==> config.mk <==
export PLATFORM = sky130hd
export DESIGN_NAME = tx_fifo_feeder
export DESIGN_NICKNAME = d
export VERILOG_FILES = /design/src/rtl/tx_fifo_feeder.sv
export SDC_FILE = /design/constraint.sdc
export NUM_CORES = 1
export LEC_CHECK = 0
export BUFFER_PORTS_ARGS = -buffer_cell sky130_fd_sc_hd__buf_2
export CAP_MARGIN = 20
export CORE_UTILIZATION = 60
export DETAILED_ROUTE_END_ITERATION = 10
export PLACE_DENSITY = 0.75
export SYNTH_ARGS = -nofsm -noshare
export SYNTH_HDL_FRONTEND = slang
export SYNTH_SLANG_ARGS = --single-unit
==> constraint.sdc <==
create_clock -name clk100 -period 3.65 [get_ports clk100]
set_input_delay 0.1825 -clock clk100 [delete_from_list [all_inputs] [get_ports clk100]]
set_output_delay 0.1825 -clock clk100 [all_outputs]
set_load 0.03 [all_outputs]
==> src/rtl/tx_fifo_feeder.sv <==
// Byte FIFO plus send sequencer ahead of tx_serial; 2 clocks push-to-send through an empty FIFO.
// One send per byte, held off while tx_busy; pushes into a full FIFO are dropped and flagged.
module tx_fifo_feeder #(
  parameter int AW       = 4,
  parameter int BUSY_TMO = 7
) (
  input  logic        clk100,
  input  logic        reset_n,
  input  logic        wr_en,
  input  logic [7:0]  wr_data,
  input  logic        flush,
  input  logic        tx_busy,
  output logic        send,
  output logic [7:0]  sbyte,
  output logic        full,
  output logic        empty,
  output logic [AW:0] count,
  output logic        overflow,
  output logic        idle
);

  localparam int DEPTH = 1 << AW;
  localparam int TW    = $clog2(BUSY_TMO + 1);

  typedef enum logic [1:0] {S_IDLE, S_WAITB, S_WAITD} state_t;

  state_t        state;
  logic [7:0]    mem [DEPTH];
  logic [AW:0]   wr_ptr;
  logic [AW:0]   rd_ptr;
  logic [TW-1:0] tmo;
  logic          push;
  logic          pop;

  assign count = wr_ptr - rd_ptr;
  assign full  = (count == (AW+1)'(DEPTH));
  assign empty = (count == '0);
  assign idle  = empty && (state == S_IDLE) && !tx_busy;

  // Flush wins over both ends: the pushed byte is discarded and nothing is issued from the old contents.
  assign push = wr_en && !full && !flush;
  assign pop  = (state == S_IDLE) && !empty && !tx_busy && !flush;

  always_ff @(posedge clk100) begin
    if (push) begin
      mem[wr_ptr[AW-1:0]] <= wr_data;
    end
  end

  always_ff @(posedge clk100 or negedge reset_n) begin
    if (!reset_n) begin
      wr_ptr   <= '0;
      rd_ptr   <= '0;
      overflow <= 1'b0;
    end else begin
      if (push) begin
        wr_ptr <= wr_ptr + (AW+1)'(1);
      end
      if (flush) begin
        rd_ptr <= wr_ptr;
      end else if (pop) begin
        rd_ptr <= rd_ptr + (AW+1)'(1);
      end
      if (flush) begin
        overflow <= 1'b0;
      end else if (wr_en && full) begin
        overflow <= 1'b1;
      end
    end
  end

  always_ff @(posedge clk100 or negedge reset_n) begin
    if (!reset_n) begin
      state <= S_IDLE;
      send  <= 1'b0;
      sbyte <= 8'h00;
      tmo   <= '0;
    end else begin
      send <= 1'b0;
      case (state)
        S_IDLE: begin
          if (pop) begin
            send  <= 1'b1;
            sbyte <= mem[rd_ptr[AW-1:0]];
            tmo   <= '0;
            state <= S_WAITB;
          end
        end
        S_WAITB: begin
          // A transmitter that never acknowledges must not stall the queue forever.
          if (tx_busy) begin
            state <= S_WAITD;
          end else if (tmo == TW'(BUSY_TMO)) begin
            state <= S_IDLE;
          end else begin
            tmo <= tmo + TW'(1);
          end
        end
        S_WAITD: begin
          if (!tx_busy) begin
            state <= S_IDLE;
          end
        end
        default: state <= S_IDLE;
      endcase
    end
  end

endmodule

; Yosys cells after proc, flatten, opt, wreduce, memory -nomap -nowiden
; Memories as Yosys holds them, arrays and structs flattened. A register that Yosys moved wholly into a read port is not among the register bits.
; Index checks and enable logic that the tools add are counted.
[classes]
add_sub_neg = 4
n_reduce_logical = 21
muxes = 17
eq_ne = 9
[ops]
columns = operator, n
row1 = $add 5x1->5 const B, 2
row2 = $mux 5, 2
row3 = $mux 3, 3
row4 = $logic_and 1x1->1, 8
row5 = $mux 2, 4
row6 = $ne 2x2->1 const B, 4
row7 = $mux 1, 6
row8 = $pmux 2 s3, 1
row9 = $pmux 3 s2, 1
row10 = $reduce_bool 2->1, 3
row11 = $eq 5x5->1 const B, 1
row12 = $logic_not 1->1, 5
row13 = $logic_not 5->1, 1
row14 = $sub 5x5->5, 1
row15 = $reduce_and 4->1, 1
row16 = $add 3x1->3 const B, 1
row17 = $eq 3x3->1 const B, 1
row18 = $ne 3x3->1 const B, 1
row19 = $reduce_and 3->1, 1
row20 = $eq 2x1->1 const B, 1
row21 = $eq 2x2->1 const B, 1
row22 = $logic_not 2->1, 1
row23 = $reduce_and 2->1, 1
[totals]
regBits = 17
mem_count = 1
wordCells = 58
input_bits = 13
out_inout_bits = 18
mem_bits_rw = 128
[memory_table]
columns = name, depth, word_bits, read_ports, rd_ports_with_merged_regs, wr, line
row1 = mem, 16, 8, 1, 1, 1, 28  ; logic [7:0] mem [DEPTH];

; Logic depth before layout (Yosys ltp)
; Gate-level depths: netlist (run 1).
[logic_depth]
word_depth = 8
mapped_depth = 11

; Least setup slack after synthesis (run 1)
; OpenSTA, ideal clock, no wires.
[synth_path]
kind = register to register
from = reg rd_ptr[1]
to = mem mem[12][0], enable pin
path_buffers = 1
stages_incl_launch_ff = 9
period_less_slack_ps = 3438
arrival_time_ps = 3161
setup_slack_ps = 212
path_cell_list = dfrtp_1 -> clkbuf_1 -> clkinv_1 -> fa_1 -> nand3b_1 -> a211o_2 -> a211oi_4 -> nor2b_1 -> and4_1
[synth_via]
elab_chain_len = 7
[synth_rtl]
columns = element, line
row1 = "start, declared", 30  ; logic [AW:0] rd_ptr;
row2 = "start signal, assigned", 60  ; rd_ptr <= wr_ptr;
row3 = "start signal, assigned", 62  ; rd_ptr <= rd_ptr + (AW+1)'(1);
row4 = $sub 5x5->5, 35  ; assign count = wr_ptr - rd_ptr;
row5 = via count[1], 17  ; output logic [AW:0] count,
row6 = $eq 5x5->1, 36  ; assign full = (count == (AW+1)'(DEPTH));
row7 = via full, 15  ; output logic full,
row8 = $logic_not 1->1, 41  ; assign push = wr_en && !full && !flush;
row9 = $logic_and 1x1->1 (2 in series), 41
row10 = $mux 1, 45  ; if (push) begin
row11 = $mux 1 (implied by the code), 46  ; mem[wr_ptr[AW-1:0]] <= wr_data;
row12 = "end, declared", 28
; The timed path passes the listed nets, and every way through them passes these cells.

; Final worst setup path (run 1)
[layout_path]
from = reg wr_ptr[0]
to = out full
[layout_via]
elab_chain_len = 2
[layout_rtl]
columns = element, line
row1 = "start, declared", 29  ; logic [AW:0] wr_ptr;
row2 = "start signal, assigned", 57  ; wr_ptr <= wr_ptr + (AW+1)'(1);
row3 = $sub 5x5->5, 35
row4 = $eq 5x5->1, 36
row5 = "end, declared", 15
; No other way between the ends.

==> parameters.txt, run 1 <==
Parameter                              Value

Power
  Power, Total    6.22 mW
  Cell leakage power    2.64 nW
  Worst vdd ir    0.889 mV
  Power per unit of standard cell area    852 nW/µm²

Critical path
  Critical path capture point type    output pin
  Startpoint Class    flop
  Critical path's largest stage delay    0.48 ns
  Slowest library cell on the worst path    fa_1
  CP required    3.47 ns
  Reg-to-reg slack, setup    0.43 ns
  Reg2reg path depth    9
  R2r startpoint    wr_ptr[0]$_DFFE_PN0P_
  Worst setup path endpoint    full
  Worst setup path category    flop to output pin
  Beginning of the critical path    wr_ptr[0]$_DFFE_PN0P_
  Reg-to-reg endpoint    mem[0][6]$_DFFE_PP_
  Most used cell, CP    inv_1
  Worst endpoint data arrival time    3.22 ns
  Maximum net fanout on the critical path    6
  Ordered cell list for the critical path    inv_1 -> ha_1 -> inv_1 -> fa_1 -> nor3b_1 -> nand4b_4 -> a211oi_4 -> buf_4 -> buf_2

Finish
  Layout net count    435
  Area of all placed cells without fillers    7300 µm²
  Antenna diode count    0
  Filler-free cell count of the finished design    559
  Share of cells above drive strength 1    27.9%
  Sequential Area    4470 µm²
  Footprint of the multi-input gates    1860 µm²
  P&R area growth vs syn    13.4%
  Filler instances    643
  Core utilization of the finished layout    70.4%

GRT
  Vias in the first global route    3578
  Overall routing resource usage    26.7%
  Gr ovfl total    0
  Antenna violations before repair    0
  Largest net degree at the start of global routing    37
  First-pass GRT wire length    20700 µm

STA
  Final setup fails    0
  Max_slew headroom    56.0%
  RSZ-0062 raised after global routing    false
  Minimum setup slack in the final design    0.250 ns
  Tightest Pin Transition    0.660 ns
  Final Hold Slack    0.0256 ns
  Final Hold Fails    0
  Number of slew-limit violations in the final report    0
  Share of the cycle needed by the critical path after routing    93.2%
  Final clock skew    0.00882 ns
  Total Negative Setup Slacks    0 ns
  Clock period minus final worst setup slack    3.40 ns
  Maximum achievable frequency    0.294 GHz

Logic synthesis
  Post-synthesis instance area    6430 µm²
  Gate Count Post-Synth    367
  Count of synthesis-stage warnings from yosys    0
  Post-Synthesis Net Count    392
  Syn_area_per_cell    17.5 µm²
  Most frequent cell after synthesis    edfxtp_1
  Register bit count reported by yosys    153
  Synth top area cells    edfxtp_1 (60%), mux4_2 (11%), dfrtp_1 (9.7%)
  Leading area contributor after synthesis    edfxtp_1
  Async set-reset flop share out of synthesis    16.3%
  EDFF count, synth    128
  Most common library cells after synthesis    edfxtp_1 (128), nand2_1 (38), mux4_2 (32), dfrtp_1 (25), and2_1 (13)
  Sequential share of the synthesized area    69.5%
  Flip-flop cell with the highest count after synthesis    edfxtp_1
  Distinct cells, synth    47
  Area share of the largest cell type after synthesis    59.7%

Floorplanning
  Area of the core    10400 µm²
  Effective utilization at floorplan    62.0%
  Number of top-level design ports    31
  Die Span Y    106 µm
  Floorplan die area    11100 µm²
  Width of the chip    106 µm
  Number of cell rows    37

Routing
  Initial DRC count    286
  Count of vias placed by the detailed router    3477
  Number of antenna-violating nets in the routed design    0
  Wire length per cell    23.6 µm
  DR vias/cell    6.22
  Count of unresolved DRC violations after routing    0
  Number of iterations in the first detailed-routing pass    5
  Wirelength, routed    13200 µm

CTS
  Total number of clock tree sinks    153
  Htree depth    4
  Maximum buffer depth of the clock tree    2
  Setup repair bufs after CTS    0
  Total clock buffers created by CTS    17
  Insertion delay of the later-clocked pin in the worst-skew pair    0.55 ns
  Clock tree root driver cell    clkbuf_8
  TritonCTS clock tree    built
  Resized Gates After CTS    0
  Clock transition at the register clock pins on the worst setup and hold paths after CTS    0.07 ns

Placement
  Post-DP HPWL    8670 µm
  GPL Wtd Cong    0.852
  DP Cell Count    524
  Area after detailed placement    6730 µm²
  Port-buffer cells    30
  Pre-CTS setup slack    0.563 ns

Outcome
  Run status    finished, final reports clean

Job
  Max Cap Viol    0

Min path
  Worst hold path class    input port to flop
-- cells in the final DEF, fill, tap and decap left out, types with 3 or more instances in the layout --
| cell type | instances |
|---|---|
| ha_1 | 11 |
| xor2_1 | 5 |
| dlygate4sd3_1 | 3 |
| mux2_4 | 5 |
| inv_6 | 5 |
| nor2_1 | 6 |
| buf_2 | 30 |
| a21oi_1 | 3 |
| nand2_1 | 38 |
| mux2_2 | 4 |
| and4_1 | 7 |
| mux4_2 | 32 |
| and2_1 | 13 |
| edfxtp_1 | 128 |
| and3_1 | 9 |
| dfrtp_1 | 24 |
| buf_4 | 7 |
| nor4bb_1 | 3 |
| inv_1 | 7 |
| nor3b_1 | 3 |
| or3_1 | 4 |
| clkbuf_16 | 16 |
| o21ai_0 | 3 |
| clkinv_1 | 3 |
| a31oi_1 | 10 |
| nand3_1 | 4 |
| clkinvlp_4 | 6 |
-- cell type report --
class                   instances  share of cell area (%)
flip-flops and latches        153                    61.3
multi-input cells             189                    25.4
clock buffers                  17                    5.68
repair buffers                 40                    3.19
well taps                     136                    2.33
clock inverters                15                    1.63
inverters                       9                   0.463
-- layer usage --
layer  vias to the layer above  share of wire, %  track usage (%)
li1                       1534                 -                -
met1                      1783                45             38.3
met5                         -                 0                0
met4                         0               1.7             10.1
met3                        17               6.1             8.47
met2                       143                48             38.7
-- how the worst min path moves through the flow --
stage	from	to	cells after the start
after floorplan	reset_n	overflow$_DFFE_PN0P_	0
after global placement	reset_n	wr_ptr[1]$_DFFE_PN0P_	1
after detailed placement	reset_n	wr_ptr[1]$_DFFE_PN0P_	1
after CTS	wr_en	overflow$_DFFE_PN0P_	3
after global routing	wr_data[5]	mem[11][5]$_DFFE_PP_	1
final	wr_en	overflow$_DFFE_PN0P_	3
-- flip-flops by register name, indices dropped and copies added, names as in the netlist --
signal    flops
mem         128
overflow      1
rd_ptr        5
sbyte         8
send          1
state         2
tmo           3
wr_ptr        5
-- power breakdown --
part	internal, mW	switching, mW
Sequential	2.11	0.132
Combinational	0.951	1.46
Clock	0.844	0.729
-- logic make-up after synthesis --
group / after synthesis / synth area share (%)
flip-flops: 153 / 69.5
AND/OR/NAND/NOR: 101 / 8.98
multiplexers: 41 / 13.1
AO/OA/AOI/OAI: 27 / 3.13
buffers and inverters: 25 / 1.69
adder cells (fa/ha/maj): 12 / 2.45
XOR/XNOR: 8 / 1.21
-- worst max-delay path, delay by kind of cell (launching register included) --
kind,cells,cell delay [ns]
adder cells (fa/ha/maj),2,0.67
buffers and inverters,4,0.66
AND/OR/NAND/NOR,2,0.53
flip-flops,1,0.41
AO/OA/AOI/OAI,1,0.38
-- what timing repair did --
| item | in CTS | in global routing |
|---|---|---|
| setup endpoints to repair | 0 | 0 |
| hold endpoints to repair | 28 | 0 |
| hold buffers | 3 | 0 |
No activity file was read; power rests on OpenSTA's default activity.
==> inputs of run 2 (changes only) <==
--- a/config.mk
+++ b/config.mk
@@ -9,7 +9,7 @@
 export CAP_MARGIN = 20
 export CORE_UTILIZATION = 60
 export DETAILED_ROUTE_END_ITERATION = 10
-export PLACE_DENSITY = 0.75
+export PLACE_DENSITY = 0.89
 export SYNTH_ARGS = -nofsm -noshare
 export SYNTH_HDL_FRONTEND = slang
 export SYNTH_SLANG_ARGS = --single-unit
==> parameters.txt, run 2 (synthesized netlist as in run 1, its figures left out) <==
Parameter                              Value

Outcome
  Run status    finished, final reports clean

Critical path
  Worst endpoint data arrival time    3.63 ns
  Startpoint Class    flop
  Slowest library cell on the worst path    nor4bb_1
  Reg-to-reg slack, setup    0.20 ns
  Critical path capture point type    flop
  Maximum net fanout on the critical path    12
  Worst setup path endpoint    mem[1][3]$_DFFE_PP_
  Most used cell, CP    a21oi_1
  Reg-to-reg endpoint    mem[1][3]$_DFFE_PP_
  R2r startpoint    rd_ptr[3]$_DFFE_PN0P_
  Ordered cell list for the critical path    inv_1 -> ha_1 -> a21oi_1 -> a21oi_1 -> a211oi_4 -> nor4bb_1 -> and2_1
  Worst setup path category    flop to flop
  CP required    3.83 ns
  Critical path's largest stage delay    0.70 ns
  Beginning of the critical path    rd_ptr[3]$_DFFE_PN0P_
  Reg2reg path depth    7

STA
  Tightest Pin Transition    0.762 ns
  Clock period minus final worst setup slack    3.45 ns
  Maximum achievable frequency    0.290 GHz
  Final Hold Slack    0.0442 ns
  Total Negative Setup Slacks    0 ns
  Share of the cycle needed by the critical path after routing    94.6%
  RSZ-0062 raised after global routing    false
  Max_slew headroom    48.5%
  Final clock skew    0.0110 ns
  Final Hold Fails    0
  Number of slew-limit violations in the final report    0
  Final setup fails    0

Power
  Switching portion of total power    36.4%
  Worst vdd ir    0.789 mV
  Combinational fraction of design power    38.0%
  Power dissipated by switching net loads    2.25 mW
  Clk network pwr share    25.2%
  Cell leakage power    2.64 nW
  Cell Int Power    3.94 mW
  Relative contribution of sequential cells to total power    36.8%
  Power per unit of standard cell area    850 nW/µm²

Finish
  Filler-free cell count of the finished design    557
  Share of cells above drive strength 1    26.6%
  P&R area growth vs syn    13.1%
  Layout net count    434
  Number of flip-flops in the largest register    128
  Core utilization of the finished layout    70.2%
  Most frequent cells in the layout    edfxtp_1 (128), nand2_1 (38), mux4_2 (32)
  Antenna diode count    0
  Most common library cell in the layout ignoring fill and taps    edfxtp_1

CTS
  Resized Gates After CTS    0
  TritonCTS clock tree    built
  Total number of clock tree sinks    153
  Total clock buffers created by CTS    17
  Setup repair bufs after CTS    0
  Insertion delay of the later-clocked pin in the worst-skew pair    0.53 ns
  Clock tree root driver cell    clkbuf_8
  Htree depth    4
  Clock transition at the register clock pins on the worst setup and hold paths after CTS    0.06 ns
  Maximum buffer depth of the clock tree    2

Min path
  Worst hold path class    input port to flop

Placement
  DP Cell Count    523
  Port-buffer cells    30
  GPL Wtd Cong    0.833
  Post-DP HPWL    8370 µm

Floorplanning
  Effective utilization at floorplan    62.0%
  Number of cell rows    37
  Width of the chip    106 µm
  Die Span Y    106 µm
  Number of top-level design ports    31
  Floorplan die area    11100 µm²
  Area of the core    10400 µm²

Routing
  Number of iterations in the first detailed-routing pass    7
  Number of antenna-violating nets in the routed design    0
  Wirelength, routed    13500 µm
  DR vias/cell    6.47
  Count of vias placed by the detailed router    3606
  Wire length per cell    24.2 µm
  Initial DRC count    425
  Count of unresolved DRC violations after routing    0

GRT
  Largest net degree at the start of global routing    37
  Overall routing resource usage    27.2%
  Gr ovfl total    0
  Antenna violations before repair    0
  First-pass GRT wire length    21600 µm
  Vias in the first global route    3743

Job
  Max Cap Viol    0
[run 2: timing repair]
item,4_1_cts,5_1_grt
setup endpoints to repair,0,0
hold buffers,3,0
endpoints found under the hold margin,27,0
[run 2: power by group through the flow]
| stage | combinational [mW] | sequential (mW) | clock, mW |
|---|---|---|---|
| 6_report | 2.35 | 2.27 | 1.56 |
| 5_1_grt | 2.53 | 2.29 | 1.64 |
| 4_1_cts | 2.35 | 2.27 | 1.58 |
| 3_5_place_dp | 2.32 | 2.30 | 0 |
| 3_3_place_gp | 2.24 | 2.28 | 0 |
| 2_1_floorplan | 1.65 | 2.34 | 0 |
[run 2: worst max-delay path: cells and delay by family, from the launching register on]
family	cells	cell delay, ns
simple gates	2	1.19
buf+inv	1	0.24
fa+ha+maj	1	0.45
flops	1	0.57
compound gates	3	0.65
[run 2: metal layers]
| layer | up-vias | global-route usage, % | share of wire [%] |
|---|---|---|---|
| li1 | 1527 | - | - |
| met1 | 1787 | 36.5 | 39 |
| met2 | 245 | 41.5 | 48 |
| met3 | 47 | 6.00 | 8.4 |
| met4 | 0 | 15.8 | 4.6 |
| met5 | - | 0 | 0 |
[run 2: how the worst min path moves through the flow]
| stage | cells past startpoint | endpoint | start | slack (ns) |
|---|---|---|---|---|
| 3_5_place_dp | 1 | wr_ptr[0]$_DFFE_PN0P_ | reset_n | 0.21 |
| 3_3_place_gp | 1 | rd_ptr[1]$_DFFE_PN0P_ | reset_n | 0.20 |
| 2_1_floorplan | 0 | overflow$_DFFE_PN0P_ | reset_n | -0.11 |
| 4_1_cts | 3 | wr_ptr[3]$_DFFE_PN0P_ | wr_en | 0.01 |
| 6_report | 3 | overflow$_DFFE_PN0P_ | wr_en | 0.04 |
| 5_1_grt | 3 | wr_ptr[3]$_DFFE_PN0P_ | wr_en | 0.05 |
[run 2: layout make-up]
type | instances | area (µm²)
Fill cell | 619 | 3090
Timing Repair Buffer | 39 | 225
Clock inverter | 13 | 105
Clock buffer | 18 | 418
Tap cell | 136 | 170
Inverter | 9 | 33.8
Sequential cell | 153 | 4470
Multi-Input combinational cell | 189 | 1860
[run 2: metrics by stage]
| stage | setup WS [ns] | power (mW) | cell area, µm² |
|---|---|---|---|
| 2_1_floorplan | 0.212 | 3.99 | 6430 |
| 3_3_place_gp | 0.616 | 4.52 | 6730 |
| 3_5_place_dp | 0.476 | 4.62 | 6730 |
| 4_1_cts | 0.299 | 6.20 | 7280 |
| 5_1_grt | 0.0928 | 6.46 | 7280 |
| 6_report | 0.199 | 6.19 | 7280 |
==> inputs of run 3 (changes only) <==
--- a/config.mk
+++ b/config.mk
@@ -7,9 +7,11 @@
 export LEC_CHECK = 0
 export BUFFER_PORTS_ARGS = -buffer_cell sky130_fd_sc_hd__buf_2
 export CAP_MARGIN = 20
-export CORE_UTILIZATION = 60
+export CELL_PAD_IN_SITES_DETAIL_PLACEMENT = 0
+export CELL_PAD_IN_SITES_GLOBAL_PLACEMENT = 1
+export CORE_UTILIZATION = 53
 export DETAILED_ROUTE_END_ITERATION = 10
-export PLACE_DENSITY = 0.89
+export PLACE_DENSITY = 0.91
 export SYNTH_ARGS = -nofsm -noshare
 export SYNTH_HDL_FRONTEND = slang
 export SYNTH_SLANG_ARGS = --single-unit
==> parameters.txt, run 3 (synthesized netlist as in run 1, its figures left out) <==
Parameter                              Value

Outcome
  Run status    finished, violations left
  Violated checks    DRC

Critical path
  Beginning of the critical path    wr_ptr[0]$_DFFE_PN0P_
  R2r startpoint    rd_ptr[3]$_DFFE_PN0P_
  Most used cell, CP    inv_1
  Critical path capture point type    output pin
  Startpoint Class    flop
  Reg-to-reg endpoint    mem[11][5]$_DFFE_PP_
  Maximum net fanout on the critical path    6
  CP required    3.47 ns
  Reg-to-reg slack, setup    0.50 ns
  Reg2reg path depth    7
  Worst endpoint data arrival time    3.11 ns
  Slowest library cell on the worst path    fa_1
  Worst setup path category    flop to output pin
  Critical path's largest stage delay    0.47 ns
  Ordered cell list for the critical path    inv_1 -> ha_1 -> inv_1 -> fa_1 -> nor3b_1 -> nand4b_4 -> a211oi_4 -> buf_4 -> buf_2

Power
  Worst vdd ir    0.588 mV
  Cell leakage power    2.65 nW
  Power per unit of standard cell area    860 nW/µm²

GRT
  Gr ovfl total    0
  First-pass GRT wire length    20800 µm
  Overall routing resource usage    23.3%
  Antenna violations before repair    0
  Largest net degree at the start of global routing    37
  Vias in the first global route    3592

Routing
  Count of vias placed by the detailed router    3504
  Initial DRC count    430
  Wirelength, routed    13300 µm
  Wire length per cell    23.6 µm
  DR vias/cell    6.21
  Number of antenna-violating nets in the routed design    0
  Number of iterations in the first detailed-routing pass    8
  Count of unresolved DRC violations after routing    5

STA
  Clock period minus final worst setup slack    3.29 ns
  Final Hold Fails    0
  Share of the cycle needed by the critical path after routing    90.3%
  Minimum setup slack in the final design    0.355 ns
  Final setup fails    0
  Max_slew headroom    53.3%
  Maximum achievable frequency    0.304 GHz
  Number of slew-limit violations in the final report    0
  Total Negative Setup Slacks    0 ns
  RSZ-0062 raised after global routing    false
  Tightest Pin Transition    0.701 ns
  Final clock skew    0.0102 ns

Min path
  Worst Hold Depth    2
  Worst hold path class    input port to flop
  Startpoint of the lowest-slack hold path    tx_busy
  End of the worst hold path    state[1]$_DFFE_PN0P_

CTS
  Total clock buffers created by CTS    17
  TritonCTS clock tree    built
  Clock tree root driver cell    clkbuf_16
  Clock transition at the register clock pins on the worst setup and hold paths after CTS    0.06 ns
  Insertion delay of the later-clocked pin in the worst-skew pair    0.43 ns
  Resized Gates After CTS    0
  Total number of clock tree sinks    153
  Maximum buffer depth of the clock tree    2
  Htree depth    4

Finish
  Most frequent cells in the layout    edfxtp_1 (128), nand2_1 (38), mux4_2 (32)
  Number of flip-flops in the largest register    128
  Core utilization of the finished layout    63.0%
  Antenna diode count    0
  Layout net count    433
  Share of cells above drive strength 1    27.1%
  Most common library cell in the layout ignoring fill and taps    edfxtp_1
  P&R area growth vs syn    13.7%

Placement
  Port-buffer cells    30
  Post-DP HPWL    8580 µm
  Pre-CTS setup slack    0.571 ns
  GPL Wtd Cong    0.872

Floorplanning
  Die Span Y    112 µm
  Area of the core    11600 µm²
  Number of top-level design ports    31
  Effective utilization at floorplan    55.4%
  Number of cell rows    39
  Width of the chip    112 µm
  Floorplan die area    12600 µm²

Job
  Max Cap Viol    0
## run 3: metrics by stage
step	instances	cell area (µm²)	total power [mW]	hold slack [ns]
6_report	564	7310	6.29	0.0378
5_1_grt	564	7310	6.56	0.0615
4_1_cts	564	7310	6.30	0.0276
3_5_place_dp	531	6740	4.64	0.211
3_3_place_gp	531	6740	4.59	0.205
2_1_floorplan	367	6430	3.99	-0.113
## run 3: worst max-delay path: cells and delay by family, from the launching register on
| family | cells | cell delay (ns) |
|---|---|---|
| buffers and inverters | 4 | 0.67 |
| DFF | 1 | 0.41 |
| AOI/OAI and AO/OA | 1 | 0.40 |
| and+or+nand+nor | 2 | 0.54 |
| adders and majority gates | 2 | 0.67 |
## run 3: what timing repair did
| item | CTS | global route |
|---|---|---|
| endpoints found under the hold margin | 25 | 0 |
| hold buffers | 1 | 0 |
| setup buffers | 0 | 0 |
## run 3: area by class of cell
| type | count | area (µm²) |
|---|---|---|
| sequential | 153 | 4470 |
| fill | 799 | 4300 |
| multi-input combinational | 189 | 1860 |
| clock buffer | 21 | 440 |
| timing repair buffer | 38 | 213 |
| tap | 143 | 179 |
| clock inverter | 11 | 123 |
| inverter | 9 | 33.8 |
## run 3: how the worst max path moves through the flow
stage,end,slack [ns]
after CTS,full,0.36
final,full,0.36
after global placement,sbyte[0]$_DFFE_PN0P_,0.67
after detailed placement,sbyte[1]$_DFFE_PN0P_,0.57
after floorplan,mem[12][0]$_DFFE_PP_,0.21
after global routing,full,0.19
## run 3: layer usage
layer	vias up	global-route usage [%]	part of all wire, %	wire length [µm]
li1	1529	-	-	-
met1	1790	31.3	41	5470
met2	160	36.5	49	6470
met5	-	0	0	0
met4	0	10.8	2.5	331
met3	25	5.56	7.6	1010
## run 3: power by group
part | total, mW | internal, mW | switching [mW]
Combinational | 2.37 | 0.944 | 1.42
Sequential | 2.24 | 2.11 | 0.137
Clock | 1.67 | 1.00 | 0.670
